`config.mk`:
```
export PLATFORM = sky130hd
export DESIGN_NAME = accu_seq_ctrl_flat
export DESIGN_NICKNAME = d
export VERILOG_FILES = /design/src/rtl/accu_seq_ctrl_if.sv /design/src/rtl/accu_seq_ctrl.sv /design/src/flat_wrapper.sv
export SDC_FILE = /design/constraint.sdc
export NUM_CORES = 1
export LEC_CHECK = 0
export BUFFER_PORTS_ARGS = -buffer_cell sky130_fd_sc_hd__buf_4
export CAP_MARGIN = 20
export CORE_MARGIN = 4
export CORE_UTILIZATION = 38
export DETAILED_ROUTE_END_ITERATION = 7
export GPL_ROUTABILITY_DRIVEN = 0
export PLACE_DENSITY_LB_ADDON = 0.1
export SLEW_MARGIN = 15
export SYNTH_ARGS = -nofsm -noshare
export SYNTH_HDL_FRONTEND = slang
export SYNTH_SLANG_ARGS = --single-unit
```
`constraint.sdc`:
```
create_clock -name clk -period 3.7 [get_ports clk]
set_input_delay 0.74 -clock clk [delete_from_list [all_inputs] [get_ports clk]]
set_output_delay 0.74 -clock clk [all_outputs]
set_load 0.02 [all_outputs]
```
`src/rtl/accu_seq_ctrl_if.sv`:
```
// rtl/accu_seq_ctrl_if.sv - link between the sequencer and the one-accumulator FSM
interface accu_seq_ctrl_if;
    logic acc_rst;
    logic acc_next;
    logic acc_in;
    logic acc_out;

    modport master (output acc_rst, output acc_next, output acc_in, input acc_out);
    modport slave  (input acc_rst, input acc_next, input acc_in, output acc_out);
endinterface

```
`src/rtl/accu_seq_ctrl.sv`:
```
// rtl/accu_seq_ctrl.sv - paced bit sequencer driving the accumulator and counting its hits
// Optional ACCU_SEQ_TRACE_EN adds a per-bit trace of sampled acc_out.
module accu_seq_ctrl #(
    parameter int W         = 16,
    parameter int PULSE_CYC = 2,
    parameter int GAP_CYC   = 4,
    parameter int CNT_W     = 5
) (
    input  logic             clk,
    input  logic             reset,
    input  logic             start,
    input  logic             abort,
    input  logic [W-1:0]     pattern,
    input  logic [CNT_W-1:0] len,
    accu_seq_ctrl_if.master  acc,
    output logic             busy,
    output logic             done,
    output logic [CNT_W-1:0] bit_index,
    output logic [CNT_W-1:0] hit_count
`ifdef ACCU_SEQ_TRACE_EN
    ,
    output logic [W-1:0]     trace
`endif
);

    localparam int PG_MAX = (PULSE_CYC > GAP_CYC) ? PULSE_CYC : GAP_CYC;
    localparam int PH_W   = (PG_MAX > 1) ? $clog2(PG_MAX) : 1;
    localparam logic [CNT_W-1:0] W_CNT    = CNT_W'(W);
    localparam logic [PH_W-1:0]  PULSE_LST = PH_W'(PULSE_CYC - 1);
    localparam logic [PH_W-1:0]  GAP_LST   = PH_W'(GAP_CYC - 1);

    typedef enum logic [2:0] {
        IDLE   = 3'd0,
        LOAD   = 3'd1,
        DRIVE  = 3'd2,
        GAP    = 3'd3,
        SAMPLE = 3'd4,
        FIN    = 3'd5
    } state_t;

    state_t           state, state_n;
    logic [PH_W-1:0]  ph_cnt;
    logic [W-1:0]     pat_q;
    logic [CNT_W-1:0] len_q;
    logic [CNT_W-1:0] len_eff;
    logic [CNT_W-1:0] bit_index_n;
    logic             accept;
    logic             last_bit;
    logic             bit_n;

    assign len_eff  = (len > W_CNT) ? W_CNT : len;
    assign accept   = (state == IDLE) && start && !abort;
    assign last_bit = (bit_index == len_q - CNT_W'(1));

    always_ff @(posedge clk or posedge reset) begin
        if (reset) begin
            state <= IDLE;
        end else begin
            state <= state_n;
        end
    end

    always_comb begin
        state_n     = state;
        bit_index_n = bit_index;
        case (state)
            IDLE: begin
                if (accept) begin
                    state_n     = LOAD;
                    bit_index_n = '0;
                end
            end
            LOAD: begin
                if (abort)              state_n = IDLE;
                else if (len_q == '0)   state_n = FIN;
                else                    state_n = DRIVE;
            end
            DRIVE: begin
                if (abort)                   state_n = IDLE;
                else if (ph_cnt == PULSE_LST) state_n = GAP;
            end
            GAP: begin
                if (abort)                 state_n = IDLE;
                else if (ph_cnt == GAP_LST) state_n = SAMPLE;
            end
            SAMPLE: begin
                if (abort) begin
                    state_n = IDLE;
                end else if (last_bit) begin
                    state_n = FIN;
                end else begin
                    state_n     = DRIVE;
                    bit_index_n = bit_index + CNT_W'(1);
                end
            end
            FIN:     state_n = IDLE;
            default: state_n = IDLE;
        endcase
    end

    // Bit presented during the upcoming slot; bit_index_n already points at it.
    always_comb begin
        bit_n = 1'b0;
        for (int i = 0; i < W; i++) begin
            if (bit_index_n == CNT_W'(i)) bit_n = pat_q[i];
        end
    end

    always_ff @(posedge clk or posedge reset) begin
        if (reset) begin
            ph_cnt       <= '0;
            pat_q        <= '0;
            len_q        <= '0;
            bit_index    <= '0;
            hit_count    <= '0;
            busy         <= 1'b0;
            done         <= 1'b0;
            acc.acc_rst  <= 1'b0;
            acc.acc_next <= 1'b0;
            acc.acc_in   <= 1'b0;
        end else begin
            if (accept) begin
                pat_q     <= pattern;
                len_q     <= len_eff;
                hit_count <= '0;
            end
            if (state == SAMPLE && !abort && acc.acc_out && hit_count != '1) begin
                hit_count <= hit_count + CNT_W'(1);
            end
            bit_index <= bit_index_n;

            // Phase counter restarts on every entry so each phase runs its full length.
            if ((state_n == DRIVE || state_n == GAP) && state_n == state) begin
                ph_cnt <= ph_cnt + PH_W'(1);
            end else begin
                ph_cnt <= '0;
            end

            acc.acc_rst  <= (state_n == LOAD);
            acc.acc_next <= (state_n == DRIVE);
            busy         <= (state_n == LOAD) || (state_n == DRIVE) ||
                            (state_n == GAP)  || (state_n == SAMPLE);
            done         <= (state_n == FIN);
            acc.acc_in   <= ((state_n == DRIVE) || (state_n == GAP) || (state_n == SAMPLE))
                            ? bit_n : 1'b0;
        end
    end

`ifdef ACCU_SEQ_TRACE_EN
    always_ff @(posedge clk or posedge reset) begin
        if (reset) begin
            trace <= '0;
        end else if (state_n == LOAD) begin
            trace <= '0;
        end else if (state == SAMPLE && !abort) begin
            for (int i = 0; i < W; i++) begin
                if (bit_index == CNT_W'(i)) trace[i] <= acc.acc_out;
            end
        end
    end
`endif

endmodule

```
`src/flat_wrapper.sv`:
```
// flat-port wrapper written by rule: the top's interface ports become plain ports
module accu_seq_ctrl_flat 
#(
    parameter int W         = 16,
    parameter int PULSE_CYC = 2,
    parameter int GAP_CYC   = 4,
    parameter int CNT_W     = 5
)
  (clk, reset, start, abort, pattern, len, busy, done, bit_index, hit_count, acc_acc_rst, acc_acc_next, acc_acc_in, acc_acc_out);
  accu_seq_ctrl_if acc_i ();
  input  logic clk;
  input  logic reset;
  input  logic start;
  input  logic abort;
  input  logic [W-1:0] pattern;
  input  logic [CNT_W-1:0] len;
  output logic busy;
  output logic done;
  output logic [CNT_W-1:0] bit_index;
  output logic [CNT_W-1:0] hit_count;
  output wire logic [$bits(acc_i.acc_rst)-1:0] acc_acc_rst;
  output wire logic [$bits(acc_i.acc_next)-1:0] acc_acc_next;
  output wire logic [$bits(acc_i.acc_in)-1:0] acc_acc_in;
  input wire logic [$bits(acc_i.acc_out)-1:0] acc_acc_out;
  assign acc_acc_rst = acc_i.acc_rst;
  assign acc_acc_next = acc_i.acc_next;
  assign acc_acc_in = acc_i.acc_in;
  assign acc_i.acc_out = acc_acc_out;
  accu_seq_ctrl #(.W(W), .PULSE_CYC(PULSE_CYC), .GAP_CYC(GAP_CYC), .CNT_W(CNT_W)) u_core (.clk(clk), .reset(reset), .start(start), .abort(abort), .pattern(pattern), .len(len), .acc(acc_i), .busy(busy), .done(done), .bit_index(bit_index), .hit_count(hit_count));
endmodule
```
==> results of run 1 <==
[layout by cell type (no fill, tap or decap), types with 2 or more instances in the layout]
master | synthesis | routed
xor2_2 | 3 | 3
nand3_1 | 8 | 8
a21oi_1 | 2 | 2
a41o_1 | 2 | 2
nand3b_1 | 4 | 4
xnor2_1 | 3 | 3
and3_1 | 2 | 2
a22o_1 | 2 | 2
xor2_1 | 6 | 6
nand2_1 | 62 | 62
a31oi_1 | 2 | 2
buf_4 | 0 | 43
o21ai_0 | 16 | 16
nor2_1 | 9 | 9
mux2i_1 | 7 | 7
inv_1 | 12 | 12
clkbuf_8 | 1 | 7
dfrtp_1 | 41 | 41
nand2b_1 | 4 | 4
nor3_1 | 4 | 4
ha_1 | 6 | 6
[routing by layer]
| metal | vias to the layer above | wire length, um |
|---|---|---|
| met2 | 37 | 2310 |
| met3 | 8 | 231 |
| met5 | - | 0 |
| met4 | 0 | 66 |
| met1 | 794 | 2140 |
| li1 | 886 | - |
[cell type report]
type | count | area, um2 | area share
Timing Repair Buffer | 43 | 323 | 0.117
Inverter | 14 | 52.6 | 0.0190
Tap cell | 75 | 93.8 | 0.0340
Sequential cell | 41 | 1030 | 0.372
Clock buffer | 7 | 96.3 | 0.0349
Multi-Input combinational cell | 174 | 1160 | 0.422
Clock inverter | 1 | 5.00 | 0.00181
[cells by family (layout without fill, tap and decap cells)]
logic type,count (synthesis),in the layout,share of synthesized area
and+or+nand+nor,104,104,0.213
AOI/OAI and AO/OA,41,41,0.141
DFF,41,41,0.447
buffers and inverters,21,65,0.0453
xor gates and xnor gates,14,14,0.0780
muxes,9,9,0.0431
adders and majority gates,6,6,0.0327
[power breakdown]
part           switching (mW)  internal (mW)
registers               0.114          0.581
clock network           0.152          0.169
logic                   0.341          0.263
[flip-flops by register name (all words and copies together) (netlist names)]
register / cells
u_core.acc.acc_in: 1
u_core.len_q: 5
u_core.hit_count: 5
u_core.state: 3
u_core.busy: 1
u_core.bit_index: 5
u_core.pat_q: 16
u_core.ph_cnt: 2
u_core.acc.acc_rst: 1
u_core.done: 1
u_core.acc.acc_next: 1
[critical path, stage by stage, from the launching register on]
cell and delay (ns):
dfrtp_1 0.41, inv_1 0.08, ha_1 0.17, or3b_4 0.42, xor2_2 0.23, o31ai_4 0.39
mux2i_2 0.51, mux2i_1 0.15, a2111oi_1 0.41, o32ai_1 0.13, a21oi_1 0.15
[worst min-delay path by stage]
stage	endpoint	slack [ns]	cells past startpoint
final	u_core.pat_q[9]	0.47	2
after global routing	u_core.pat_q[9]	0.50	2
after CTS	u_core.pat_q[9]	0.47	2
after detailed placement	u_core.pat_q[9]	0.46	2
after global placement	u_core.pat_q[9]	0.45	2
after floorplan	u_core.pat_q[9]	0.44	2
[cell usage after synthesis, types with 2 or more instances]
cell       n
nor3_1     4
dfrtp_1   41
buf_6      2
and3_1     2
nand2b_1   4
a41o_1     2
nand3_1    8
o21ai_0   16
xor2_2     3
nor2_1     9
nand3b_1   4
xor2_1     6
mux2i_1    7
nand2_1   62
a31oi_1    2
clkbuf_1   3
xnor2_1    3
a22o_1     2
a21oi_1    2
inv_1     12
ha_1       6
[stage by stage]
stage | hold WS, ns | setup WS (ns) | utilization | total power, mW | cells
floorplan | 0.438 | 0.849 | - | 1.16 | 236
global placement | 0.455 | 0.672 | 0.452 | 1.31 | 347
detailed placement | 0.456 | 0.587 | 0.452 | 1.32 | 347
CTS | 0.474 | 0.583 | 0.469 | 1.64 | 355
global route | 0.498 | 0.283 | 0.469 | 1.75 | 355
finish | 0.470 | 0.581 | 0.469 | 1.62 | 355
==> flow_summary.yaml, run 1 <==
final_layout:
  fin_nets: 311
  stdcell_area_um2: 2760
  fillers: 596
  drive_gt1_frac: 0.250
  syn2layout_area_growth_pct: 20.3
  insertedDiodeCount: 0
synth:
  synthesis.area_um2: 2290
  syn_nets: 268
  ys_seq_area_frac: 0.447
  yosys_warnings: 0
  postSynthCellCount: 236
  synth-main-ff-cell: "dfrtp_1"
  synth.area.top_cells: "dfrtp_1 (45%), nand2_1 (10%), o21ai_0 (3.5%)"
  synth_area_per_cell_um2: 9.72
  yosysTopAreaCell: "dfrtp_1"
  netlist.area_leader.share: 0.447
  async_reset_ff_frac: 1.00
  synth_cell_types: 57
  synth_edf_count: 0
  ys_seq_elements: 41
clock_tree:
  cts_buffer_depth: 2
  cts_root_buf: "clkbuf_8"
  clk_pin_slew_ns: 0.08
  ctsResizeCount: 0
  cts_tree: "done"
  cts_made_buffers: 5
  post-cts-setup-buffers: 0
  clock_sinks: 41
  ctsHoldBuffers: 0
  htree_levels: 2
  insertion_delay_ns: 0.29
global_routing:
  grt_use_total: 0.141
  grt_busiest_layer: "met2"
  use_met3: 0.0384
  grt_pass1_vias: 1826
  antenna_found_initial: 0
  grt_util_met1: 0.172
  grt_util_met2: 0.243
  grt_max_degree: 42
  grt.overflow.total: 0
  grt_pass1_wl_um: 8270
pwr:
  ir_worst_vdd_mv: 0.224
  powerDensity_nw_per_um2: 586
  power.leakage_nw: 1.39
routing:
  wire_per_inst_um: 13.4
  drt_iter0_markers: 63
  drcViolationCount: 0
  vias: 1725
  ant_nets: 0
  firstDrtPassIters: 4
  viasPerCell: 4.86
  wl_um: 4750
floorplanning:
  die_h_um: 85.7
  start_util: 0.390
  die-area_um2: 7340
  num_rows: 28
  pin_count: 41
  core_area_um2: 5890
  die_x_um: 85.7
sta:
  clock_skew_ns: 0.00529
  period_share: 0.843
  drv_slew: 0
  setup_viol: 0
  tightest_slew_ns: 0.519
  fmax_ghz: 0.321
  tns_ns: 0
  hold_viol_final: 0
  maxSlewHeadroom: 0.654
  rsz0062_at_grt: "false"
  period_needed_ns: 3.12
run:
  max_cap_viol_count: 0
setup_path:
  cp-endpoint: "u_core.acc.acc_in"
  r2r_cells: 10
  crit_arrival_ns: 3.34
  r2r_setup_slack_ns: 0.58
  cp-start-kind: "register"
  critical_path.startpoint: "u_core.len_q[0]"
  path_class: "reg2reg"
  cp_max_fo: 7
  critical_path_required_ns: 3.92
  reg2reg_from: "u_core.len_q[0]"
  reg2reg_to: "u_core.acc.acc_in"
  cp-end-kind: "register"
placement:
  dp_hpwl_um: 3540
  portBuffers: 40
  post_dp_cell_area_um2: 2660
worst_hold_path:
  min_from: "u_core.pat_q[9]"
  hold_class: "reg2reg"
outcome:
  status: "finished, final reports clean"
(Power assumes the default switching activity.)
==> run 2, diff against run 1 <==
clock period = 2.9 ns   (was 3.7 ns; I/O delays follow)
==> run 2 against run 1 <==
Compared with the run above:
- count of clock-buffer cells in the layout is 1 lower
- via count is 5.9% higher
- non-clock buffer count is 13 higher
- wire length is 6.9% higher
- final cell count is 3.7% higher
- worst hold slack worse by 0.060 ns
- sequential power is 26% higher
==> flow_summary.yaml, run 2 (synthesis results as in run 1) <==
clock_tree:
  clk_pin_slew_ns: 0.08
  cts_made_buffers: 5
  cts_buffer_depth: 2
  cts_tree: "done"
  clock_sinks: 41
  insertion_delay_ns: 0.30
  htree_levels: 2
  cts_root_buf: "clkbuf_8"
sta:
  hold_viol_final: 0
  tns_ns: 0
  period_share: 0.973
  period_needed_ns: 2.82
  fmax_ghz: 0.354
  post-route-worst-setup-slack_ns: 0.0779
  tightest_slew_ns: 0.514
  maxSlewHeadroom: 0.658
  clock_skew_ns: 0.00478
  hold_ws_ns: 0.410
  setup_viol: 0
  drv_slew: 0
setup_path:
  cp-start-kind: "register"
  path_class: "reg2reg"
  cp-end-kind: "register"
  reg2reg_to: "u_core.acc.acc_in"
  cp_max_fo: 5
  critical_path_required_ns: 3.13
  crit_arrival_ns: 3.05
  r2r_setup_slack_ns: 0.08
  reg2reg_from: "u_core.len_q[1]"
  r2r_cells: 10
final_layout:
  fillers: 591
  layout_common_cells: "nand2_1 (62), buf_4 (55), dfrtp_1 (41)"
  drive_gt1_frac: 0.307
  syn2layout_area_growth_pct: 27.2
  largest_reg_flops: 16
  insertedDiodeCount: 0
  finalNonFillerCells: 368
  top_register: "u_core.pat_q"
  fin_util: 0.496
  stdcell_area_um2: 2920
  layout_commonest_cell: "nand2_1"
  fin_nets: 324
floorplanning:
  die_h_um: 85.7
  num_rows: 28
  core_area_um2: 5890
  die-area_um2: 7340
  pin_count: 41
  die_x_um: 85.7
  start_util: 0.390
global_routing:
  grt_pass1_vias: 1830
  grt.overflow.total: 0
  grt_pass1_wl_um: 8410
  grt_use_total: 0.145
  grt_max_degree: 42
  antenna_found_initial: 0
routing:
  drcViolationCount: 0
  wire_per_inst_um: 13.8
  ant_nets: 0
  vias: 1827
  wl_um: 5070
  firstDrtPassIters: 4
  drt_iter0_markers: 61
  viasPerCell: 4.96
pwr:
  power_mw: 2.17
  power.leakage_nw: 1.45
  ir_worst_vdd_mv: 0.295
  powerDensity_nw_per_um2: 744
placement:
  dp_slack_ns: -0.0436
  post_dp_cell_area_um2: 2740
  portBuffers: 40
  dp_hpwl_um: 3690
  placedCellCount: 358
run:
  max_cap_viol_count: 0
outcome:
  status: "finished, final reports clean"
worst_hold_path:
  hold_class: "in2async"
## run 2: cell types whose count changed in the layout (fill, tap and decap cells not counted), sizes merged
cell,delta
clkinv,+1
clkbuf,-1
buf,+13
## run 2: worst max path at each step
| stage | endpoint | cells after the start | slack (ns) | startpoint |
|---|---|---|---|---|
| after global routing | u_core.acc.acc_in | 10 | -0.08 | u_core.len_q[1] |
| after CTS | u_core.acc.acc_in | 11 | 0.02 | u_core.len_q[1] |
| final | u_core.acc.acc_in | 10 | 0.08 | u_core.len_q[1] |
| after global placement | u_core.acc.acc_in | 10 | 0.06 | u_core.len_q[1] |
| after detailed placement | u_core.acc.acc_in | 10 | -0.04 | u_core.len_q[1] |
| after floorplan | u_core.acc.acc_in | 10 | 0.05 | u_core.len_q[0] |
## run 2: power breakdown
group	total (mW)	internal, mW	switching [mW]
registers	0.875	0.740	0.134
logic	0.895	0.399	0.496
clock network	0.401	0.193	0.208
## run 2: area by class of cell
cell class                      count  area (um2)  area share
Clock buffer                        6        82.6      0.0283
Timing Repair Buffer               56         424       0.145
Clock inverter                      2        13.8     0.00472
Multi-Input combinational cell    174        1220       0.420
Sequential cell                    41        1030       0.352
Inverter                           14        52.6      0.0180
Tap cell                           75        93.8      0.0322
## run 2: repair_timing
action                     4_1_cts  5_1_grt
setup endpoints to repair        1        1
hold buffers                     0        0
pin swaps                        1        6
setup buffers                    0        2
gates resized for setup          1       12
## run 2: critical path: stages, from the launching register on
cell	delay (ns)
dfrtp_1	0.41
inv_2	0.08
ha_4	0.12
or3b_4	0.41
xor2_4	0.19
o31ai_4	0.34
mux2i_4	0.40
mux2i_1	0.16
a2111oi_2	0.38
o32ai_2	0.12
a21oi_1	0.13
## run 2: routing by layer
| metal | GRT usage | wire, um |
|---|---|---|
| met4 | 0.0360 | 42 |
| met5 | 0 | 0 |
| met3 | 0.0403 | 228 |
| met1 | 0.185 | 2270 |
| met2 | 0.244 | 2530 |
